`src/rtl/operand_skid_buf.sv`:
```
// Two-entry skid buffer between the operand select and the consuming PE.
// When OPERAND_SKID_XFER_CNT_EN is defined, an output-transfer counter is added.
module operand_skid_buf #(
  parameter int WIDTH = 32
) (
  input  logic             clk,
  input  logic             rst,
  input  logic [WIDTH-1:0] in_data,
  input  logic             in_valid,
  output logic             in_ready,
  output logic [WIDTH-1:0] out_data,
  output logic             out_valid,
  input  logic             out_ready
`ifdef OPERAND_SKID_XFER_CNT_EN
  ,
  output logic [15:0]      xfer_cnt
`endif
);

  typedef enum logic [1:0] {
    EMPTY = 2'd0,
    BUSY  = 2'd1,
    FULL  = 2'd2
  } state_t;

  state_t           state_reg, state_next;
  logic [WIDTH-1:0] main_reg, main_next;
  logic [WIDTH-1:0] skid_reg, skid_next;
  logic             in_fire, out_fire;

  // Handshake flags come only from registered state, so no in-to-out path exists.
  assign out_valid = (state_reg == BUSY) || (state_reg == FULL);
  assign in_ready  = (state_reg != FULL);
  assign out_data  = main_reg;

  assign in_fire  = in_valid && in_ready;
  assign out_fire = out_valid && out_ready;

  always_ff @(posedge clk or posedge rst) begin
    if (rst) begin
      state_reg <= EMPTY;
      main_reg  <= '0;
      skid_reg  <= '0;
    end else begin
      state_reg <= state_next;
      main_reg  <= main_next;
      skid_reg  <= skid_next;
    end
  end

  always_comb begin
    state_next = state_reg;
    main_next  = main_reg;
    skid_next  = skid_reg;
    unique case (state_reg)
      EMPTY: begin
        if (in_fire) begin
          main_next  = in_data;
          state_next = BUSY;
        end
      end
      BUSY: begin
        if (in_fire && out_fire) begin
          main_next = in_data;
        end else if (in_fire) begin
          skid_next  = in_data;
          state_next = FULL;
        end else if (out_fire) begin
          state_next = EMPTY;
        end
      end
      FULL: begin
        // in_ready is low here, so only the drain side can move.
        if (out_fire) begin
          main_next  = skid_reg;
          state_next = BUSY;
        end
      end
      default: state_next = EMPTY;
    endcase
  end

`ifdef OPERAND_SKID_XFER_CNT_EN
  logic [15:0] xfer_cnt_reg;

  always_ff @(posedge clk or posedge rst) begin
    if (rst) begin
      xfer_cnt_reg <= '0;
    end else if (out_fire) begin
      xfer_cnt_reg <= xfer_cnt_reg + 16'd1;
    end
  end

  assign xfer_cnt = xfer_cnt_reg;
`endif

endmodule

```
`config.mk`:
```
export PLATFORM = sky130hd
export DESIGN_NAME = operand_skid_buf
export DESIGN_NICKNAME = d
export VERILOG_FILES = /design/src/rtl/operand_skid_buf.sv
export SDC_FILE = /design/constraint.sdc
export NUM_CORES = 1
export LEC_CHECK = 0
export BUFFER_PORTS_ARGS = -buffer_cell sky130_fd_sc_hd__buf_2
export CORE_AREA = 2 2 86 88
export DETAILED_ROUTE_END_ITERATION = 8
export DIE_AREA = 0 0 88 90
export GPL_TIMING_DRIVEN = 1
export PLACE_DENSITY = 0.67
export SETUP_SLACK_MARGIN = 0.02
export SYNTH_ARGS = -nofsm -noshare
export SYNTH_HDL_FRONTEND = slang
export SYNTH_SLANG_ARGS = --single-unit
```
`constraint.sdc`:
```
create_clock -name clk -period 3 [get_ports clk]
set_clock_uncertainty 0.2 [all_clocks]
set_input_delay 0.45 -clock clk [delete_from_list [all_inputs] [get_ports clk]]
set_output_delay 0.45 -clock clk [all_outputs]
set_load 0.1 [all_outputs]
```
---- Yosys cells after proc, flatten, opt, wreduce, memory -nomap -nowiden ----
Index checks and enable logic that the tools add are counted.
storage, ports and cells
  output and inout bits ................... 34
  word-level logic and storage cells ...... 31
  register bits ........................... 66
  bits of input ports ..................... 36
cells by class
  reductions and logical operators ........ 9
  mux-type cells .......................... 10
  bitwise gates (word level) .............. 1
  equal/unequal tests ..................... 8
operators by type and width
  kind                                                  number
  two-way mux 32 bit                                    3
  case mux 32 bit (3 select lines)                      1
  two-way mux 2 bit                                     5
  != test 2 bit (second input constant)                 4
  AND reduction 4 bit                                   2
  case mux 2 bit (3 select lines)                       1
  logical AND 1 bit                                     3
  != test 3 bit (second input constant)                 1
  AND reduction 3 bit                                   1
  nonzero test 3 bit                                    1
  equality test 2 x 1 -> 1 bit (second input constant)  1
  equality test 2 bit (second input constant)           1
  logical NOT 2 bit                                     1
  != test 2 x 1 -> 1 bit (second input constant)        1
  logical OR 1 bit                                      1
  inverter 1 bit                                        1

---- Longest topological paths before layout ----
  depth after elaboration ................. 7
  mapped depth ............................ 8

---- Worst setup path before layout ----
OpenSTA, ideal clock, no wires.
  path kind ............................... reg-to-reg
  start point ............................. register state_reg[0]
  end point ............................... register skid_reg[10]
  arrival ................................. 2.321 ns
  setup slack ............................. 0.351 ns
  stages on the path, launching flop included .. 8
  library setup time ...................... 0.127 ns
  data required time ...................... 2.673 ns
  cells stage by stage .................... dfrtp_1 > inv_1 > ha_1 > nand2_1 > and3_1 > buf_4 > buf_6 > mux2_1
on the way
  longest elaborated chain between the ends .. 6
  elaborated cells between the ends (all ways) .. 9
  classes of those cells .................. 3 x eq/ne; 1 x bitwise; 5 x reduce/logical
ends and longest elaborated chain
  element                                                                     RTL line  RTL
  start: declaration                                                          26        state_t state_reg, state_next;
  start signal: assignment                                                    45        state_reg <= state_next;
  equality test 2 x 1 -> 1 bit / equality test 2 bit (equally long branches)  32        assign out_valid = (state_reg == BUSY) || (state_reg == FULL);
  logical OR 1 bit (*)                                                        32
  named net out_valid                                                         12        output logic out_valid,
  logical AND 1 bit (*)                                                       37        assign out_fire = out_valid && out_ready;
  logical AND 1 bit (*)                                                       63        if (in_fire && out_fire) begin
  inverter 1 bit (no source line) (*)                                         --
  AND reduction 3 bit (no source line) (*)                                    --
  end signal: assignment                                                      47        skid_reg <= skid_next;
  end: declaration                                                            28        logic [WIDTH-1:0] skid_reg, skid_next;
Mark *: on every way through the listed nets, which the timed path passes. The rest lies on a longest branch.
A chain may end at the register's enable or synchronous reset.

---- Worst setup path in the final report ----
  start point ............................. register state_reg[0]
  end point ............................... output port in_ready
on the way
  longest elaborated chain between the ends .. 1
ends and longest elaborated chain
  element           RTL line  RTL
  != test 2 bit     33        assign in_ready = (state_reg != FULL);
  end: declaration  10        output logic in_ready,
Every way passes these cells.

==> results.ini <==
[sta]
finalWorstPathRequiredPeriod_ns=2.44
final.period_utilization_pct=81.3
fin_tns_setup_ns=0
finalHoldViolations=0
setup-violations-final=0
finalMaxSlewViolations=0
grt_setup_unrepaired=false
max_clock_freq_mhz=410
worstMarginPinSlew_ns=0.781
timing.max_slew.rel_slack_pct=47.8

[yosys]
synth-seq-area-share_pct=54.1
ys_ff_latch=66
main_combinational_cell_family_by_area_after_synthesis=multiplexers
synth_enable_flop_cells=0
synth_mux_area_share_pct=22.3
share_of_the_synthesized_netlist_area_taken_by_xor_and_xnor_gates_pct=0.287
async_flop_share_pct=100
adder_cell_area_share_of_the_yosys_netlist_pct=2.05
most_used_standard_cells_in_the_synthesized_netlist=66 x sky130_fd_sc_hd__dfrtp_1, 34 x sky130_fd_sc_hd__a21oi_1, 32 x sky130_fd_sc_hd__a31oi_1, 32 x sky130_fd_sc_hd__mux2i_1, 18 x sky130_fd_sc_hd__mux2_1
post-synth-top-count-cell=sky130_fd_sc_hd__dfrtp_1
yosysTopAreaCell=sky130_fd_sc_hd__dfrtp_1
avgSynthCellArea_um2=12.7
synthesis.instances=241
synth_fp_nets=282
synth-compound-area-share_pct=14.1
synth_cell_types=24
synth-simple-area-share_pct=1.72
synthFlopType=sky130_fd_sc_hd__dfrtp_1
synth_top_cell_area_share_pct=54.1
synth_warnings=0
cell_area_after_synthesis_um2=3050
ranking_of_synthesized_cells_by_area=sky130_fd_sc_hd__dfrtp_1 54%, sky130_fd_sc_hd__mux2i_1 10%, sky130_fd_sc_hd__mux2_1 6.6%

[routing]
route.detailed.vias_per_inst=5.22
drt_pass1_iterations=4
dr.first_iter.drc_count=111
routed_wire_length_per_instance_um=15.1
vias=2157
drt.antenna.violating_nets=0
detail_route.wirelength_um=6220
dr_drc_count=0

[clock_network]
numCtsBuffers=9
cts.htree.levels=3
cts_num_sinks=66
cts.path.max_buffers=2
ctsHoldBuffers=0
clk_pin_slew_ns=0.07
clk_latency_ns=0.33
clock_root_buffer=sky130_fd_sc_hd__clkbuf_8
tritoncts=yes
ctsResizeCount=0
postCtsSetupBuffers=0

[critical_path]
startpoint=state_reg[0]
r2r_end=out_data[30]
crit_family=buffers and inverters
critical-path-max-stage-delay_ns=0.41
worst_path_most_repeated_cell=sky130_fd_sc_hd__inv_1
critical_path.slowest_cell=sky130_fd_sc_hd__dfrtp_1
critical_path_depth=5
path_max_fanout=22
r2r_cells=8
rr_startpoint=state_reg[0]
critical_path_buf_inv_count=4
cp-start-kind=register
setup.reg_to_reg.worst_slack_ns=0.69
timing.critical_path.to_type=output pin
cp_data_arrival_time_ns=1.79
timing.setup.critical_path_class=reg -> out
crit_end=in_ready
path_cells=inv_1, ha_2, buf_4, inv_1, buf_2
critPathRequiredTime_ns=2.35

[floorplan]
die_y_um=90
start_util_pct=43.5
core_area_um2=7020
io_pins=70
row_count=31
die-area_um2=7920
die_w_um=88

[run]
max_cap_viol_count=0

[layout]
drive_gt1_share_pct=35.0
area_growth_pct=20.5
final_net_count=350
antennaDiodeCount=0

[global_routing]
globalRouteMet2Util_pct=25.5
grt_antenna_before_repair=1
grt.met1_usage_pct=20.9
grt_overflow_total=0
globalRoute.busiestLayer=met2
grt_max_degree=43
first_pass_grt_wire_length_um=9860
global_route.usage.met3_pct=5.69
via_count_of_the_first_global_routing_pass=2040
grt.total_usage_pct=16.1

[placement]
io_buffers=69
place_hpwl_um=4120
gp_routability_congestion=0.721

[hold_path]
worst_hold_path_type=in -> async

[status]
run_status=finished clean

kinds of logic after synthesis:
logic type,Yosys count
buffers and inverters,27
AND/OR/NAND/NOR,6
multiplexers,64
flip-flops,66
XOR/XNOR,1
AO/OA/AOI/OAI,72
adder cells (fa/ha/maj),5
metrics by stage:
step                      hold slack, ns  utilization (%)  setup slack, ns  instance area (um^2)  cells
after floorplan                    0.258                -            0.351                  3050    241
after global placement             0.266             49.5            0.728                  3480    397
after detailed placement           0.275             49.5            0.702                  3480    397
after CTS                         0.0833             52.4            0.541                  3680    413
after global routing               0.114             52.4            0.448                  3680    413
final                             0.0620             52.4            0.560                  3680    413
metal layers:
metal  up-vias  wire length (um)  part of all wire, %
met2        78              2920                   47
li1       1027                 -                    -
met3         6               410                  6.6
met1      1046              2840                   46
met5         -                 0                    0
met4         0                46                 0.74
layout make-up:
cell class,count,area [um^2]
Tap cell,99,124
Inverter,7,26.3
Timing Repair Buffer,77,430
Multi-Input combinational cell,148,1250
Sequential cell,66,1650
Fill cell,645,3340
Clock inverter,2,35.0
Clock buffer,14,163
worst register-to-register path, delay by kind of cell (launching register included):
family,cells,cell delay (ns)
AOI/OAI and AO/OA,3,0.48
and+or+nand+nor,1,0.24
DFF,1,0.39
adders and majority gates,1,0.20
buffers and inverters,3,0.73
cells in the final DEF, fill, tap and decap left out, types with 2 or more instances in the layout:
cell type,n
sky130_fd_sc_hd__mux2_1,18
sky130_fd_sc_hd__dfrtp_1,66
sky130_fd_sc_hd__clkbuf_1,3
sky130_fd_sc_hd__ha_1,4
sky130_fd_sc_hd__buf_4,6
sky130_fd_sc_hd__clkbuf_8,11
sky130_fd_sc_hd__mux2_2,14
sky130_fd_sc_hd__a21oi_1,34
sky130_fd_sc_hd__nor2b_1,2
sky130_fd_sc_hd__buf_2,69
sky130_fd_sc_hd__inv_1,6
sky130_fd_sc_hd__a31oi_1,32
sky130_fd_sc_hd__mux2i_1,32
sky130_fd_sc_hd__buf_12,2
worst min-delay path by stage:
stage                             from      endpoint
after floorplan           skid_reg[10]  skid_reg[10]
after global placement    skid_reg[13]  skid_reg[13]
final                              rst  out_data[10]
after CTS                          rst  out_data[10]
after global routing               rst  out_data[10]
after detailed placement  skid_reg[22]  skid_reg[22]
Power is left out: the tool's default activity adds up to more than one toggle a clock period on the data nets, which glitch-free logic cannot reach.
